`config.mk`:
```
export PLATFORM = sky130hd
export DESIGN_NAME = lpa_uart_tx
export DESIGN_NICKNAME = d
export VERILOG_FILES = /design/src/rtl/lpa_uart_pkg.sv /design/src/rtl/lpa_sync_fifo.sv /design/src/rtl/lpa_uart_tx.sv
export SDC_FILE = /design/constraint.sdc
export NUM_CORES = 1
export LEC_CHECK = 0
export BUFFER_PORTS_ARGS = -buffer_cell sky130_fd_sc_hd__buf_2
export CORE_ASPECT_RATIO = 1.1
export CORE_MARGIN = 5
export CORE_UTILIZATION = 40
export CTS_CLUSTER_DIAMETER = 120
export DETAILED_ROUTE_END_ITERATION = 7
export GPL_TIMING_DRIVEN = 0
export PLACE_DENSITY_LB_ADDON = 0.25
export SLEW_MARGIN = 20
export SYNTH_ARGS = -nofsm -noshare
export SYNTH_HDL_FRONTEND = slang
export SYNTH_SLANG_ARGS = --single-unit
export TNS_END_PERCENT = 100
```
`constraint.sdc`:
```
create_clock -name clock -period 4.41 [get_ports clock]
set_input_delay 0.441 -clock clock [delete_from_list [all_inputs] [get_ports clock]]
set_output_delay 0.441 -clock clock [all_outputs]
set_load 0.005 [all_outputs]
```
`src/rtl/lpa_uart_pkg.sv`:
```
// Shared constants and types for the simulation UART transmitter (lpa_uart_tx).
// Register offsets, STATUS bit layout, drain FSM states and the finish flag position.
package lpa_uart_pkg;

    localparam logic [4:0] ADDR_TXDATA  = 5'h00;
    localparam logic [4:0] ADDR_STATUS  = 5'h04;
    localparam logic [4:0] ADDR_FINISH  = 5'h08;
    localparam logic [4:0] ADDR_RXDATA  = 5'h0C;
    localparam logic [4:0] ADDR_TXCOUNT = 5'h10;

    localparam int STATUS_FULL_BIT   = 0;
    localparam int STATUS_EMPTY_BIT  = 1;
    localparam int STATUS_HALTED_BIT = 2;
    localparam int STATUS_COUNT_LSB  = 8;

    // Bit 7 of an output character tells the console to dump stats and stop.
    localparam int FINISH_BIT = 7;

    typedef enum logic [1:0] {
        DRAIN_IDLE,
        DRAIN_SEND,
        DRAIN_GAPW,
        DRAIN_HALT
    } drain_state_t;

    // Assemble the STATUS word from the individual flags and the FIFO fill level.
    function automatic logic [31:0] packStatus(input logic full, input logic empty,
                                               input logic halted, input logic [7:0] count);
        logic [31:0] word;
        word = '0;
        word[STATUS_FULL_BIT]   = full;
        word[STATUS_EMPTY_BIT]  = empty;
        word[STATUS_HALTED_BIT] = halted;
        word[STATUS_COUNT_LSB +: 8] = count;
        return word;
    endfunction

endpackage

```
`src/rtl/lpa_sync_fifo.sv`:
```
// Generic single-clock FIFO with push/pop, full/empty flags and a fill count.
// DEPTH must be a power of two so the pointers wrap naturally.
// i_clear empties the FIFO synchronously and takes priority over push and pop.
module lpa_sync_fifo #(
    parameter int DEPTH = 16,
    parameter int WIDTH = 8,
    localparam int AW = $clog2(DEPTH),
    localparam int CW = $clog2(DEPTH + 1)
) (
    input  logic             clock,
    input  logic             reset,
    input  logic             i_clear,
    input  logic             i_push,
    input  logic [WIDTH-1:0] i_wdata,
    input  logic             i_pop,
    output logic [WIDTH-1:0] o_rdata,
    output logic             o_full,
    output logic             o_empty,
    output logic [CW-1:0]    o_count
);

    logic [WIDTH-1:0] r_mem [DEPTH];
    logic [AW-1:0]    r_wptr;
    logic [AW-1:0]    r_rptr;
    logic [CW-1:0]    r_count;
    logic             w_doPush;
    logic             w_doPop;

    assign o_full   = (r_count == CW'(DEPTH));
    assign o_empty  = (r_count == '0);
    assign o_count  = r_count;
    assign o_rdata  = r_mem[r_rptr];
    assign w_doPush = i_push && !o_full;
    assign w_doPop  = i_pop && !o_empty;

    // Storage write; contents need no reset because the pointers gate every read.
    always_ff @(posedge clock) begin
        if (w_doPush) begin
            r_mem[r_wptr] <= i_wdata;
        end
    end

    // Pointer and fill-count bookkeeping; a simultaneous push and pop keeps the count.
    always_ff @(posedge clock) begin
        if (!reset || i_clear) begin
            r_wptr  <= '0;
            r_rptr  <= '0;
            r_count <= '0;
        end else begin
            if (w_doPush) begin
                r_wptr <= r_wptr + AW'(1);
            end
            if (w_doPop) begin
                r_rptr <= r_rptr + AW'(1);
            end
            if (w_doPush && !w_doPop) begin
                r_count <= r_count + CW'(1);
            end else if (!w_doPush && w_doPop) begin
                r_count <= r_count - CW'(1);
            end
        end
    end

endmodule

```
`src/rtl/lpa_uart_tx.sv`:
```
// Simulation UART: bus-mapped TX FIFO drained one character per slot to the
// testbench console, finish-code carrier and console-input proxy.
// Optional feature macro: LPA_UART_TX_STATS_EN adds a readable output-character counter.
module lpa_uart_tx #(
    parameter int FIFO_DEPTH = 16,
    parameter int GAP        = 1
) (
    input  logic        clock,
    input  logic        reset,
    input  logic        req_valid,
    output logic        req_ready,
    input  logic        req_write,
    input  logic [4:0]  req_addr,
    input  logic [31:0] req_wdata,
    output logic        resp_valid,
    output logic [31:0] resp_rdata,
    output logic        uart_out_valid,
    output logic [7:0]  uart_out_ch,
    output logic        uart_in_valid,
    input  logic [7:0]  uart_in_ch
);

    import lpa_uart_pkg::*;

    localparam int CW       = $clog2(FIFO_DEPTH + 1);
    localparam int GAP_LAST = (GAP > 1) ? (GAP - 2) : 0;

    drain_state_t r_state;
    logic         r_outValid;
    logic [7:0]   r_outCh;
    logic [31:0]  r_gapCnt;
    logic         r_respValid;
    logic [31:0]  r_respRdata;

    logic          w_fifoFull;
    logic          w_fifoEmpty;
    logic [CW-1:0] w_fifoCount;
    logic [7:0]    w_fifoData;
    logic          w_halted;
    logic          w_isTxWrite;
    logic          w_accept;
    logic          w_push;
    logic          w_pop;
    logic [7:0]    w_pushData;
    logic [31:0]   w_rdata;
    logic [31:0]   w_txCount;
    logic          w_unusedWdata;

    assign w_halted    = (r_state == DRAIN_HALT);
    assign w_isTxWrite = req_valid && req_write &&
                         ((req_addr == ADDR_TXDATA) || (req_addr == ADDR_FINISH));
    // Once halted, writes are swallowed so software spinning on the UART never hangs.
    assign req_ready   = !reset || !(w_isTxWrite && w_fifoFull && !w_halted);
    assign w_accept    = req_valid && req_ready;
    assign w_push      = reset && w_accept && w_isTxWrite && !w_halted;
    assign w_pushData  = {(req_addr == ADDR_FINISH), req_wdata[6:0]};
    assign w_unusedWdata = &{1'b0, req_wdata[31:7]};

    // A pop ends the current slot: from IDLE, straight out of SEND when there is
    // no gap, or on the last gap cycle, so strobes land exactly GAP cycles apart.
    assign w_pop = !w_fifoEmpty &&
                   ((r_state == DRAIN_IDLE) ||
                    ((r_state == DRAIN_SEND) && (GAP == 1) && !r_outCh[FINISH_BIT]) ||
                    ((r_state == DRAIN_GAPW) && (r_gapCnt == 32'(GAP_LAST))));

    assign uart_in_valid  = reset && w_accept && !req_write && (req_addr == ADDR_RXDATA);
    assign uart_out_valid = r_outValid;
    assign uart_out_ch    = r_outCh;
    assign resp_valid     = r_respValid;
    assign resp_rdata     = r_respRdata;

    lpa_sync_fifo #(
        .DEPTH (FIFO_DEPTH),
        .WIDTH (8)
    ) u_fifo (
        .clock   (clock),
        .reset   (reset),
        .i_clear (w_halted),
        .i_push  (w_push),
        .i_wdata (w_pushData),
        .i_pop   (w_pop),
        .o_rdata (w_fifoData),
        .o_full  (w_fifoFull),
        .o_empty (w_fifoEmpty),
        .o_count (w_fifoCount)
    );

`ifdef LPA_UART_TX_STATS_EN
    logic [31:0] r_txCount;

    // Count every character strobed out, finish character included; wraps freely.
    always_ff @(posedge clock) begin
        if (!reset) begin
            r_txCount <= '0;
        end else if (r_outValid) begin
            r_txCount <= r_txCount + 32'd1;
        end
    end

    assign w_txCount = r_txCount;
`else
    assign w_txCount = '0;
`endif

    // Read data mux; a halted device reports just the halted flag since its FIFO is dead.
    always_comb begin
        w_rdata = '0;
        if (!req_write) begin
            case (req_addr)
                ADDR_STATUS: begin
                    if (w_halted) begin
                        w_rdata = packStatus(1'b0, 1'b0, 1'b1, 8'h00);
                    end else begin
                        w_rdata = packStatus(w_fifoFull, w_fifoEmpty, 1'b0, 8'(w_fifoCount));
                    end
                end
                ADDR_RXDATA:  w_rdata = {24'h0, uart_in_ch};
                ADDR_TXCOUNT: w_rdata = w_txCount;
                default:      w_rdata = '0;
            endcase
        end
    end

    // Registered bus response, one cycle after each accepted request.
    always_ff @(posedge clock) begin
        if (!reset) begin
            r_respValid <= 1'b0;
            r_respRdata <= '0;
        end else begin
            r_respValid <= w_accept;
            r_respRdata <= w_accept ? w_rdata : 32'h0;
        end
    end

    // Drain FSM: pop a character, strobe it for one cycle, wait out the gap, halt on finish.
    always_ff @(posedge clock) begin
        if (!reset) begin
            r_state    <= DRAIN_IDLE;
            r_outValid <= 1'b0;
            r_outCh    <= '0;
            r_gapCnt   <= '0;
        end else begin
            r_outValid <= 1'b0;
            case (r_state)
                DRAIN_IDLE: begin
                    if (w_pop) begin
                        r_outValid <= 1'b1;
                        r_outCh    <= w_fifoData;
                        r_state    <= DRAIN_SEND;
                    end
                end
                DRAIN_SEND: begin
                    if (r_outCh[FINISH_BIT]) begin
                        r_state <= DRAIN_HALT;
                    end else if (GAP > 1) begin
                        r_gapCnt <= '0;
                        r_state  <= DRAIN_GAPW;
                    end else if (w_pop) begin
                        r_outValid <= 1'b1;
                        r_outCh    <= w_fifoData;
                    end else begin
                        r_state <= DRAIN_IDLE;
                    end
                end
                DRAIN_GAPW: begin
                    if (r_gapCnt == 32'(GAP_LAST)) begin
                        if (w_pop) begin
                            r_outValid <= 1'b1;
                            r_outCh    <= w_fifoData;
                            r_state    <= DRAIN_SEND;
                        end else begin
                            r_state <= DRAIN_IDLE;
                        end
                    end else begin
                        r_gapCnt <= r_gapCnt + 32'd1;
                    end
                end
                DRAIN_HALT: begin
                    r_state <= DRAIN_HALT;
                end
                default: begin
                    r_state <= DRAIN_IDLE;
                end
            endcase
        end
    end

endmodule

```
After elaboration in Yosys (flattened, before gate mapping)
Memories as Yosys holds them, arrays and structs flattened. A register that Yosys moved wholly into a read port is not among the register bits.
Index checks and enable logic that the tools add are counted.

storage, ports and cells
  bits in registers = 89
  memories = 1
  word-level logic and storage cells = 96
  output and inout port bits = 44
  memory bits (writable) = 128

operators by class
  mux-type cells = 23
  $add $sub $neg = 5
  equal/unequal tests = 12
  bitwise logic cells = 3
  reduce and logical (&&, ||, !) cells = 42

memory list
  memory        words  bits a word  read ports  clocked after memory_dff  wr ports  line                 source
  u_fifo.r_mem  16     8            1           1                         1         lpa_sync_fifo.sv:22  logic [WIDTH-1:0] r_mem [DEPTH];

operators with widths
  kind                     count
  $pmux W32 S2             1
  $add A32 B1 Y32 const B  1
  $logic_not A32 Y1        1
  $mux W8                  4
  $pmux W8 S3              1
  $logic_and A1 B1 Y1      17
  $mux W13                 1
  $eq A5 B4 Y1 const B     2
  $logic_not A5 Y1         2
  $mux W5                  2
  $logic_not A1 Y1         9
  $add A4 B1 Y4 const B    2
  $mux W2                  4
  $mux W4                  2
  $pmux W2 S4              1
  $mux W1                  6
  $ne A2 B1 Y1 const B     3
  $add A5 B1 Y5 const B    1
  $eq A5 B3 Y1 const B     1
  $eq A5 B5 Y1 const B     1
  $logic_or A1 B1 Y1       5
  $sub A5 B1 Y5 const B    1
  $eq A2 B2 Y1 const B     2
  $reduce_and A2 Y1        2
  11 further kinds         13

Logic depth before layout (Yosys ltp)
  depth in word-level cells = 16
  gate-level depth with buffers = 15

Hierarchy
A second synthesis with hierarchy kept.

unflattened totals
  cell total of the unflattened synthesis = 594
  area, all modules = 8360.5 um^2

by module, submodules not included
  module         area each (um^2)  cells an instance  times used
  lpa_sync_fifo  5723.0            310                1
  lpa_uart_tx    2637.5            284                1

Least setup slack after synthesis
OpenSTA, ideal clock, no wires.

  path kind = register to register
  start = register r_gapCnt[0]
  end = register u_fifo.r_count[4] (netlist: u_fifo.o_count[4])
  clock period less this slack = 3107 ps
  arrival = 3036 ps
  required time = 4339 ps
  library setup time = 71 ps
  path slack = 1303 ps
  cell stages (with the launch flop) = 16
  cell sequence = dfxtp_1 inv_1 ha_1 nor4b_1 nand4_1 o41ai_1 clkbuf_1 nand2_1 ha_1 inv_1 ha_1 a21o_1 a21oi_1 xnor2_1 or3_1 a21oi_1

on the way
  word-level cells in the longest chain between the ends = 8

RTL lines
  element                                               line                 source
  start: declaration                                    lpa_uart_tx.sv:31    logic [31:0] r_gapCnt;
  start signal: assignment                              lpa_uart_tx.sv:175   r_gapCnt <= r_gapCnt + 32'd1;
  $logic_not A32 Y1 *                                   lpa_uart_tx.sv:64    ((r_state == DRAIN_GAPW) && (r_gapCnt == 32'(GAP_LAST))));
  $logic_and A1 B1 Y1 *                                 lpa_uart_tx.sv:64
  $logic_or A1 B1 Y1 *                                  lpa_uart_tx.sv:63    ((r_state == DRAIN_SEND) && (GAP == 1) && !r_outCh[FINISH_BIT]) ||
  $logic_and A1 B1 Y1 *                                 lpa_uart_tx.sv:61    assign w_pop = !w_fifoEmpty &&
  $logic_and A1 B1 Y1 *                                 lpa_sync_fifo.sv:34  assign w_doPop = i_pop && !o_empty;
  $logic_not A1 Y1                                      lpa_sync_fifo.sv:56  if (w_doPush && !w_doPop) begin
  $logic_and A1 B1 Y1                                   lpa_sync_fifo.sv:56
  $mux W5 / $reduce_bool A2 Y1 (equally long branches)  --
  end signal: assignment                                lpa_sync_fifo.sv:57  r_count <= r_count + CW'(1);
  end signal: assignment                                lpa_sync_fifo.sv:59  r_count <= r_count - CW'(1);
  end: declaration                                      lpa_sync_fifo.sv:25  logic [CW-1:0] r_count;

Mark *: on every way between the ends. The rest lies on a longest branch, timed or not.
A chain may end at the register's enable or synchronous reset.

Final worst setup path
Ends and elaborated chain as after synthesis.

==> run summary <==
slew margin rel. - 0.364
CP Max Fanout - 10
final hold viol count - 0
Reg clk slew, reported paths - 60 ps
crit start category - register
static leakage - 3.46 nW
wire length per cell - 17.8 um
area of placed instances - 9030 um^2
cell area after synthesis - 8400 um^2
Total Wirelength - 17,500 um
worst slack, placed - 717 ps
Initial Util - 0.407
Setup TNS Final - 0 ps
minimum clock period - 3680 ps
# rows - 55
Tot GR Track Use - 0.147
Synth Register Bits - 202
CP endpoint kind - register
GP Congestion - 0.824
Post-Syn Area per Cell - 13.6 um^2
post_cts resized - 0
peak supply drop - 0.328 mV
DRT Pass-1 Iters - 4
Layout Skew - 12.6 ps
hold_buf cts - 0
Yosys cell types - 51
# port buffers - 47
placed wire-length estimate - 12,200 um
# IOs - 93
Layout Nets - 772
Max Root-Sink Buffers - 3
RSZ-0062 raised after global routing - no
first-pass GRT wire length - 28,300 um
total inserted antenna cells - 0
largest net degree at the start of global routing - 17
pwr/cell area - 514 nW/um^2
die width - 148 um
worst setup margin - 734 ps
Final period util - 0.834
Syn Inst Count - 619
Post-synth top flop - edfxtp_1
initial antenna violation count - 0
worst slew pin tran - 945 ps
total CTS buffers - 24
Finished Cell Area - 9870 um^2
Seq/Total Area, Yosys - 0.634
clock latency on the worst-skew pair - 520 ps
Final setup viols - 0
max_cap viols - 0
Routed Antenna Nets - 0
critical path type - reg2reg
area of the core - 20,600 um^2
GR Overflow Total - 0
number of flops mapped to enable cells by yosys - 128
initial DRC count - 353
DR DRC count - 0
area growth from synthesis to layout - 17.5%
layout cell share with drive strength beyond 1 - 0.211
fmax - 272 MHz
Worst EP required - 4850 ps
Hold Crit Class - in2reg
CTS tree - yes
via total after detailed routing - 5,177
vias in the first global route - 5,357
asr flop ratio synth - 0
H-tree Lvls - 1
full die area - 24,000 um^2
Sink Count - 202
Vias/cell - 5.26
Post-CTS Setup Repair Bufs - 0
die height - 162 um
crit path DAT - 4110 ps
Root Buffer - clkbuf_16
Yosys warning count - 0
outcome - complete, no violations
max-slew violations - 0
-- synth_stat cells (4+ instances only) --
library cell	instances	area share
and2_1	27	0.020
inv_1	20	0.0089
o31ai_1	5	0.0045
clkbuf_1	19	0.0085
mux4_2	32	0.086
edfxtp_1	128	0.46
and4_1	4	0.0042
buf_2	6	0.0036
mux2i_1	6	0.0072
nand4_1	8	0.0060
o21ai_0	25	0.015
buf_4	19	0.017
nor3_1	5	0.0030
nand3_1	19	0.011
a21oi_1	32	0.019
nor4b_1	4	0.0042
dfxtp_1	74	0.18
a22oi_1	14	0.013
nand2_1	32	0.014
or3_1	13	0.0097
ha_1	11	0.016
nand2b_1	5	0.0037
nor2_1	32	0.014
nor4_1	21	0.016
xnor2_1	19	0.020
xor2_1	4	0.0042
-- cells in the final DEF, fill, tap and decap left out, types with 2 or more instances in the layout --
cell type,instances
clkbuf_16,24
clkinvlp_4,2
inv_1,20
nor3_1,4
clkinv_1,3
clkinv_2,4
nor4b_1,4
nor2b_1,3
a21o_1,2
o31ai_1,5
and4_1,4
nand3_1,19
dfxtp_1,74
nor3b_1,2
bufinv_16,4
ha_1,11
nor2_1,32
or3_1,13
nand4_1,8
o21ai_0,25
buf_2,53
conb_1,19
and3_1,3
nand2b_1,5
and2_1,27
or4_1,3
xnor2_1,19
a21oi_1,32
xor2_1,4
mux2i_1,6
nand2_1,32
mux4_2,32
clkbuf_1,23
a22oi_1,14
buf_4,20
nor4_1,21
edfxtp_1,128
nand4_2,3
-- cell families after synthesis --
| logic type | Yosys count | share of synthesized area |
|---|---|---|
| flops | 202 | 0.634 |
| simple gates | 193 | 0.131 |
| compound gates | 84 | 0.0592 |
| buf+inv | 65 | 0.0384 |
| mux | 39 | 0.0943 |
| xor+xnor | 23 | 0.0240 |
| fa+ha+maj | 12 | 0.0188 |
| other cells | 1 | 0.000447 |
-- final timing paths --
kind | from | to | slack (ps) | cells past startpoint
setup / recovery | r_gapCnt[0] | u_fifo.o_count[4] | 730 | 15
hold / removal | uart_in_ch[3] | resp_rdata[3] | 140 | 2
setup reg to reg | r_gapCnt[0] | u_fifo.o_count[4] | 730 | 15
hold reg to reg | uart_out_ch[6] | uart_out_ch[6] | 500 | 2
-- where the power goes --
part           switching (W)  total, W  internal [W]
Combinational       0.000476  0.000902      0.000426
Clock               0.000747   0.00201       0.00126
Sequential         0.0000733   0.00216       0.00209
-- state kept, by name, indices dropped and copies added, names as in the netlist, named ones only --
register / count
resp_valid: 1
resp_rdata: 13
r_state: 2
uart_out_ch: 8
uart_out_valid: 1
u_fifo.r_mem: 128
r_gapCnt: 32
u_fifo.o_count: 5
u_fifo.r_wptr: 4
u_fifo.r_rptr: 4
-- layer usage --
metal / track usage / part of all wire / vias to the layer above
met5: 0 / 0 / -
met4: 0.0290 / 0.016 / 0
met3: 0.0268 / 0.049 / 23
met2: 0.260 / 0.51 / 100
met1: 0.191 / 0.43 / 2566
li1: - / - / 2488
-- final cells by class --
cell class | instances | area, um^2
Clock buffer | 29 | 629
Sequential cell | 202 | 5330
Clock inverter | 15 | 205
Inverter | 20 | 75.1
Fill cell | 1806 | 10800
Tap cell | 256 | 320
Timing Repair Buffer | 48 | 243
Buffer | 45 | 248
Multi-Input combinational cell | 370 | 2820
-- per-stage QoR --
step                      total power, W  instances  hold slack [ps]   util
after floorplan                  0.00284        637              453      -
after global placement           0.00308        940              475  0.437
after detailed placement         0.00311        941              497  0.438
after CTS                        0.00513        985              120  0.478
after global routing             0.00532        985              125  0.478
final                            0.00507        985              137  0.478
-- worst max-delay path, stage by stage, from the launching register on --
cell and delay (ps):
dfxtp_1 360, inv_1 70, ha_1 150, nor4b_1 240, nand4_1 180, o41ai_1 400
clkbuf_1 430, nand2_1 190, ha_1 270, inv_1 140, ha_1 290, a21o_1 190
a21oi_1 170, xnor2_1 80, or3_1 300, a21oi_1 150
Note: power is estimated with default switching activity, not from simulation.
